`config.mk`:
```
export PLATFORM = sky130hd
export DESIGN_NAME = rr_arbiter_16
export DESIGN_NICKNAME = d
export VERILOG_FILES = /design/src/rtl/arb_pkg.sv /design/src/rtl/rr_pick_16.sv /design/src/rtl/rr_arbiter_16.sv
export SDC_FILE = /design/constraint.sdc
export NUM_CORES = 1
export LEC_CHECK = 0
export ABC_AREA = 1
export CAP_MARGIN = 20
export CORE_MARGIN = 2
export CORE_UTILIZATION = 42
export DETAILED_ROUTE_END_ITERATION = 12
export GPL_TIMING_DRIVEN = 1
export SYNTH_ARGS = -nofsm -noshare
export SYNTH_HDL_FRONTEND = slang
export SYNTH_HIERARCHICAL = 1
export SYNTH_SLANG_ARGS = --single-unit
```
`constraint.sdc`:
```
create_clock -name clk -period 6.4 [get_ports clk]
set_clock_uncertainty 0.05 [all_clocks]
set_input_delay 1.92 -clock clk [delete_from_list [all_inputs] [get_ports clk]]
set_output_delay 1.92 -clock clk [all_outputs]
set_load 0.02 [all_outputs]
```
`src/rtl/arb_pkg.sv`:
```
// Shared definitions for the 16-slot round-robin arbiter around the inverted-index mux.
// Slot k maps to vector bit 15-k in every request/grant vector.
package arb_pkg;

    localparam int unsigned N_REQ = 16;
    localparam int unsigned SEL_W = 4;

    typedef enum logic {
        IDLE,
        GRANT
    } arb_state_t;

    function automatic logic [SEL_W-1:0] slot_bit(input logic [SEL_W-1:0] slot);
        return SEL_W'(N_REQ - 1) - slot;
    endfunction

endpackage

```
`src/rtl/rr_pick_16.sv`:
```
// Combinational round-robin picker: first requesting slot at or after start, wrapping 15->0.
// Works in slot order: rotate so start lands at index 0, priority-encode, then un-rotate.
module rr_pick_16
    import arb_pkg::*;
(
    input  logic [N_REQ-1:0] req,
    input  logic [SEL_W-1:0] start,
    output logic             found,
    output logic [SEL_W-1:0] winner
);

    logic [N_REQ-1:0] slots;
    logic [N_REQ-1:0] rotated;
    logic [SEL_W-1:0] offset;

    always_comb begin
        slots = '0;
        for (int unsigned k = 0; k < N_REQ; k++) begin
            slots[k] = req[slot_bit(SEL_W'(k))];
        end
        rotated = N_REQ'({slots, slots} >> start);
        found   = 1'b0;
        offset  = '0;
        for (int unsigned i = 0; i < N_REQ; i++) begin
            if (!found && rotated[i]) begin
                found  = 1'b1;
                offset = SEL_W'(i);
            end
        end
        winner = start + offset;
    end

endmodule

```
`src/rtl/rr_arbiter_16.sv`:
```
// Round-robin arbiter owning the select of the 16:1 inverted-index mux; grants held until release.
// Optional grant counter port enabled by defining ARB_GRANT_CNT_EN.
module rr_arbiter_16
    import arb_pkg::*;
#(
    parameter int unsigned MAX_HOLD = 8,
    parameter int unsigned CNT_W    = 16
) (
    input  logic             clk,
    input  logic             reset,
    input  logic             en,
    input  logic [N_REQ-1:0] req,
    input  logic             done,
    output logic             grant_valid,
    output logic [SEL_W-1:0] grant_sel,
    output logic [N_REQ-1:0] grant_onehot
`ifdef ARB_GRANT_CNT_EN
    ,
    output logic [CNT_W-1:0] grant_cnt
`endif
);

    localparam int unsigned HOLD_W = 16;
    localparam logic [HOLD_W-1:0] HOLD_MAX  = HOLD_W'(MAX_HOLD);
    localparam logic [HOLD_W-1:0] HOLD_LAST = HOLD_W'(MAX_HOLD - 1);

    arb_state_t        state;
    logic [SEL_W-1:0]  last_sel;
    logic [HOLD_W-1:0] hold_cnt;
    logic              found;
    logic [SEL_W-1:0]  winner;
    logic [N_REQ-1:0]  win_onehot;
    logic              release_grant;

    rr_pick_16 u_pick (
        .req    (req),
        .start  (last_sel + SEL_W'(1)),
        .found  (found),
        .winner (winner)
    );

    always_comb begin
        win_onehot = '0;
        win_onehot[slot_bit(winner)] = 1'b1;
    end

    // Forced rotation only when someone other than the owner is waiting.
    assign release_grant = done
                        || !req[slot_bit(grant_sel)]
                        || ((MAX_HOLD != 0) && (hold_cnt == HOLD_LAST)
                            && |(req & ~grant_onehot));

    always_ff @(posedge clk) begin
        if (reset) begin
            state        <= IDLE;
            grant_valid  <= 1'b0;
            grant_sel    <= '0;
            grant_onehot <= '0;
            last_sel     <= SEL_W'(N_REQ - 1);
            hold_cnt     <= '0;
        end else begin
            case (state)
                IDLE: begin
                    if (en && found) begin
                        state        <= GRANT;
                        grant_valid  <= 1'b1;
                        grant_sel    <= winner;
                        grant_onehot <= win_onehot;
                        last_sel     <= winner;
                        hold_cnt     <= '0;
                    end
                end
                GRANT: begin
                    if (hold_cnt != HOLD_MAX) begin
                        hold_cnt <= hold_cnt + HOLD_W'(1);
                    end
                    if (release_grant) begin
                        state        <= IDLE;
                        grant_valid  <= 1'b0;
                        grant_onehot <= '0;
                    end
                end
                default: state <= IDLE;
            endcase
        end
    end

`ifdef ARB_GRANT_CNT_EN
    always_ff @(posedge clk) begin
        if (reset) begin
            grant_cnt <= '0;
        end else if (state == IDLE && en && found && grant_cnt != '1) begin
            grant_cnt <= grant_cnt + CNT_W'(1);
        end
    end
`else
    if (CNT_W == 0) begin : g_cnt_w_unused
    end
`endif

endmodule

```
==> results.py <==
metrics = {
    "logic_synthesis": {
        "ys_ff_latch": 42,
        "synth_edf_count": 0,
        "ys.warnings.count": 6,
        "ys_types": 50,
        "yosysTopAreaCell": "dfxtp_1",
        "netlist_area_um2": 3872,
        "async_flop_share": 0,
        "synth_top_flop_cell": "dfxtp_1",
        "synth_top_area_frac": 0.2171,
        "syn-num-nets": 644,
        "syn_area_per_cell_um2": 6.276,
        "yosys-top-cells-area": "dfxtp_1, nand3_1, nand2_1",
        "netlist_instances": 617,
        "yosysSeqAreaShare": 0.2171,
    },
    "placement": {
        "hpwlAfterDp_um": 8622,
        "port_buffers": 40,
        "dp_cells": 749,
        "globalplace.congestion": 0.9574,
        "pre_cts_ws_ps": 367.1,
        "place_area_um2": 4269,
    },
    "timing": {
        "setup_tns_ps": 0,
        "drv_slew": 0,
        "fin_crit_sh": 0.9077,
        "worst_pin_slew_ps": 706.7,
        "hold_violations": 0,
        "fmax_mhz": 172.1,
        "rsz0062_at_grt": "false",
        "finalSetupViolations": 0,
        "slew_headroom": 0.5284,
        "min_period_ps": 5809,
        "fin_ws_ps": 590.9,
    },
    "setup_path": {
        "startpoint_type": "primary input",
        "r2r_setup_slack_ps": 1720,
        "critPathKind": "in2reg",
        "cp.buffers_inverters": 3,
        "crit_family": "simple AND/OR/NAND/NOR gates",
        "path_common_cell": "nand3_1",
        "critPathMaxStageDelay_ps": 550,
        "required_ps": 6580,
        "cp.arrival_ps": 5990,
        "crit_fanout": 4,
        "end_kind": "flop",
        "cp_slowest_cell": "clkdlybuf4s50_1",
    },
    "die": {
        "rows": 35,
        "start_util": 0.4251,
        "ios": 41,
        "die_area_um2": 10000,
        "die_y_um": 100.0,
        "die_width_um": 100.0,
        "fp.coreArea_um2": 9109,
    },
    "power_and_ir_drop": {
        "vdd_drop_max_uv": 343.3,
        "p_leak_nw": 1.815,
        "p_per_area_nw_per_um2": 589.3,
    },
    "flow_run": {
        "maxCapViolations": 0,
    },
    "global_routing": {
        "antenna_found_initial": 0,
        "grt.total_usage": 0.2333,
        "first_global_vias": 3902,
        "grt_pass1_wl_um": 19060,
        "grt-ovfl-total": 0,
        "grt_max_degree": 32,
    },
    "cts": {
        "clk_pin_slew_ps": 90,
        "cts_resized": 0,
        "cts_setup_buffers": 0,
        "clock_latency_ps": 310,
        "ctsHoldBuffers": 0,
        "htree_levels": 2,
        "cts_sinks": 42,
        "tritoncts": "built",
        "clock_path_buffers": 2,
        "cts_root_buffer": "clkbuf_8",
        "numCtsBuffers": 5,
    },
    "route": {
        "ant_nets": 0,
        "routed_wl_um": 11240,
        "drt_iter0_markers": 258,
        "first_pass_iters": 5,
        "wl_per_cell_um": 14.84,
        "viasPerCell": 5.477,
        "vias": 4146,
        "drc": 0,
    },
    "worst_hold_path": {
        "hp-class": "reg2reg",
    },
    "layout": {
        "final.fill_count": 943,
        "final_cells": 757,
        "final_cell_area_um2": 4357,
        "num_antenna_cells": 0,
        "syn_to_final_growth_pct": 12.50,
        "layout-drive-gt1-share": 0.1362,
        "layout.nets": 672,
    },
    "outcome": {
        "outcome": "finished clean",
    },
}
## routing by layer
metal / track usage / wire, um / vias up
met5: 0 / 0 / -
met4: 0.09378 / 251 / 0
met3: 0.02368 / 358 / 23
met2: 0.3534 / 5149 / 102
met1: 0.3395 / 5477 / 1913
li1: - / - / 2108
## layout by cell type, fill, tap and decap left out, types with 2 or more instances in the layout
cell             count
nor4_1               2
nor3_1               8
or2_2                3
nand4_2              2
clkinv_1             2
o21ai_0             10
nor2_4               2
o21a_1               3
o22ai_1              4
o2111ai_1            2
a21oi_1             25
o21ai_1              4
nand2_2             21
dfxtp_1             42
nand3_1            143
xor2_1               4
clkinv_2             3
inv_1               69
inv_2                6
a21oi_2             10
clkbuf_8             5
clkdlybuf4s50_1     40
xnor2_1              2
nor2_1              39
nand2_1            136
buf_4                5
ha_1                 6
nor3_2               3
a31oi_1              2
nand3_2              9
nand4_1              9
inv_6                2
a31o_2               3
nand2_4              8
## path summary, 6_finish.rpt
path,from,end,cells past startpoint
max,req[3],grant_onehot[10],25
min reg2reg,grant_valid,grant_valid,2
min,grant_valid,grant_valid,2
max reg2reg,last_sel[0],grant_onehot[10],24
## synth_stat cells, types with 3 or more instances
master and instances:
buf_2 8, clkbuf_1 4, buf_6 6, inv_2 6, nand2_4 8, dfxtp_1 42
nor3_2 3, a31o_2 3, nand4_1 9, a21oi_1 25, o21a_1 3, nand3_1 143
o21ai_1 4, nand2_1 136, nor2_1 39, o21ai_0 10, nand3_2 9, o22ai_1 4
ha_1 6, xor2_1 4, nand2_2 21, inv_1 69, nor3_1 8, a21oi_2 10
or2_2 3
## where the power goes
group / internal (W) / total [W] / switching (W) / leakage [nW]
Clock: 0.0000770 / 0.000179 / 0.000102 / 0.0483
Sequential: 0.000313 / 0.000369 / 0.0000555 / 0.342
Combinational: 0.000653 / 0.00202 / 0.00137 / 1.43
## stage by stage
| step | hold WS [ps] | utilization | power, W |
|---|---|---|---|
| 6_report | 428.6 | 0.4783 | 0.002568 |
| 5_1_grt | 451.9 | 0.4783 | 0.002817 |
| 4_1_cts | 434.1 | 0.4783 | 0.002554 |
| 3_5_place_dp | 420.5 | 0.4687 | 0.002368 |
| 3_3_place_gp | 407.8 | 0.4687 | 0.002355 |
| 2_1_floorplan | 399.7 | - | 0.001919 |
## state kept, by name, indices dropped and copies added (netlist names)
signal,flops
hold_cnt,16
last_sel,4
state,1
grant_valid,1
grant_sel,4
grant_onehot,16
## cells by family (layout without fill, tap and decap cells)
logic type | Yosys count | in the layout | synth area share
XOR/XNOR | 6 | 6 | 0.01357
flip-flops | 42 | 42 | 0.2171
AO/OA/AOI/OAI | 66 | 66 | 0.1095
buffers and inverters | 104 | 133 | 0.1263
AND/OR/NAND/NOR | 392 | 392 | 0.5089
adder cells (fa/ha/maj) | 7 | 7 | 0.02456
## worst reg2reg max path: stages (launching register included)
cell,delay (ps)
dfxtp_1,340
inv_1,460
inv_4,260
nand2_1,140
nand3_1,100
nand3_1,120
nand2_1,60
o21ai_1,300
nand4_4,180
nor2_4,120
nand4_2,90
nor3_1,220
nand2_1,80
nor2_1,130
nand2_1,60
nand3_1,80
ha_1,170
inv_1,60
fa_1,370
xnor2_1,390
inv_1,100
or2_2,330
nor2_1,140
nand3_1,110
a21oi_2,150
## cell type report
class | count | area [um2] | area share
clock buffer | 5 | 68.82 | 0.01580
clock inverter | 3 | 18.77 | 0.004308
inverter | 80 | 309.0 | 0.07094
multi-input combinational | 471 | 2542 | 0.5836
sequential | 42 | 840.8 | 0.1930
tap | 111 | 138.9 | 0.03188
timing repair buffer | 45 | 437.9 | 0.1005
Power figures use the tool's default switching activity.
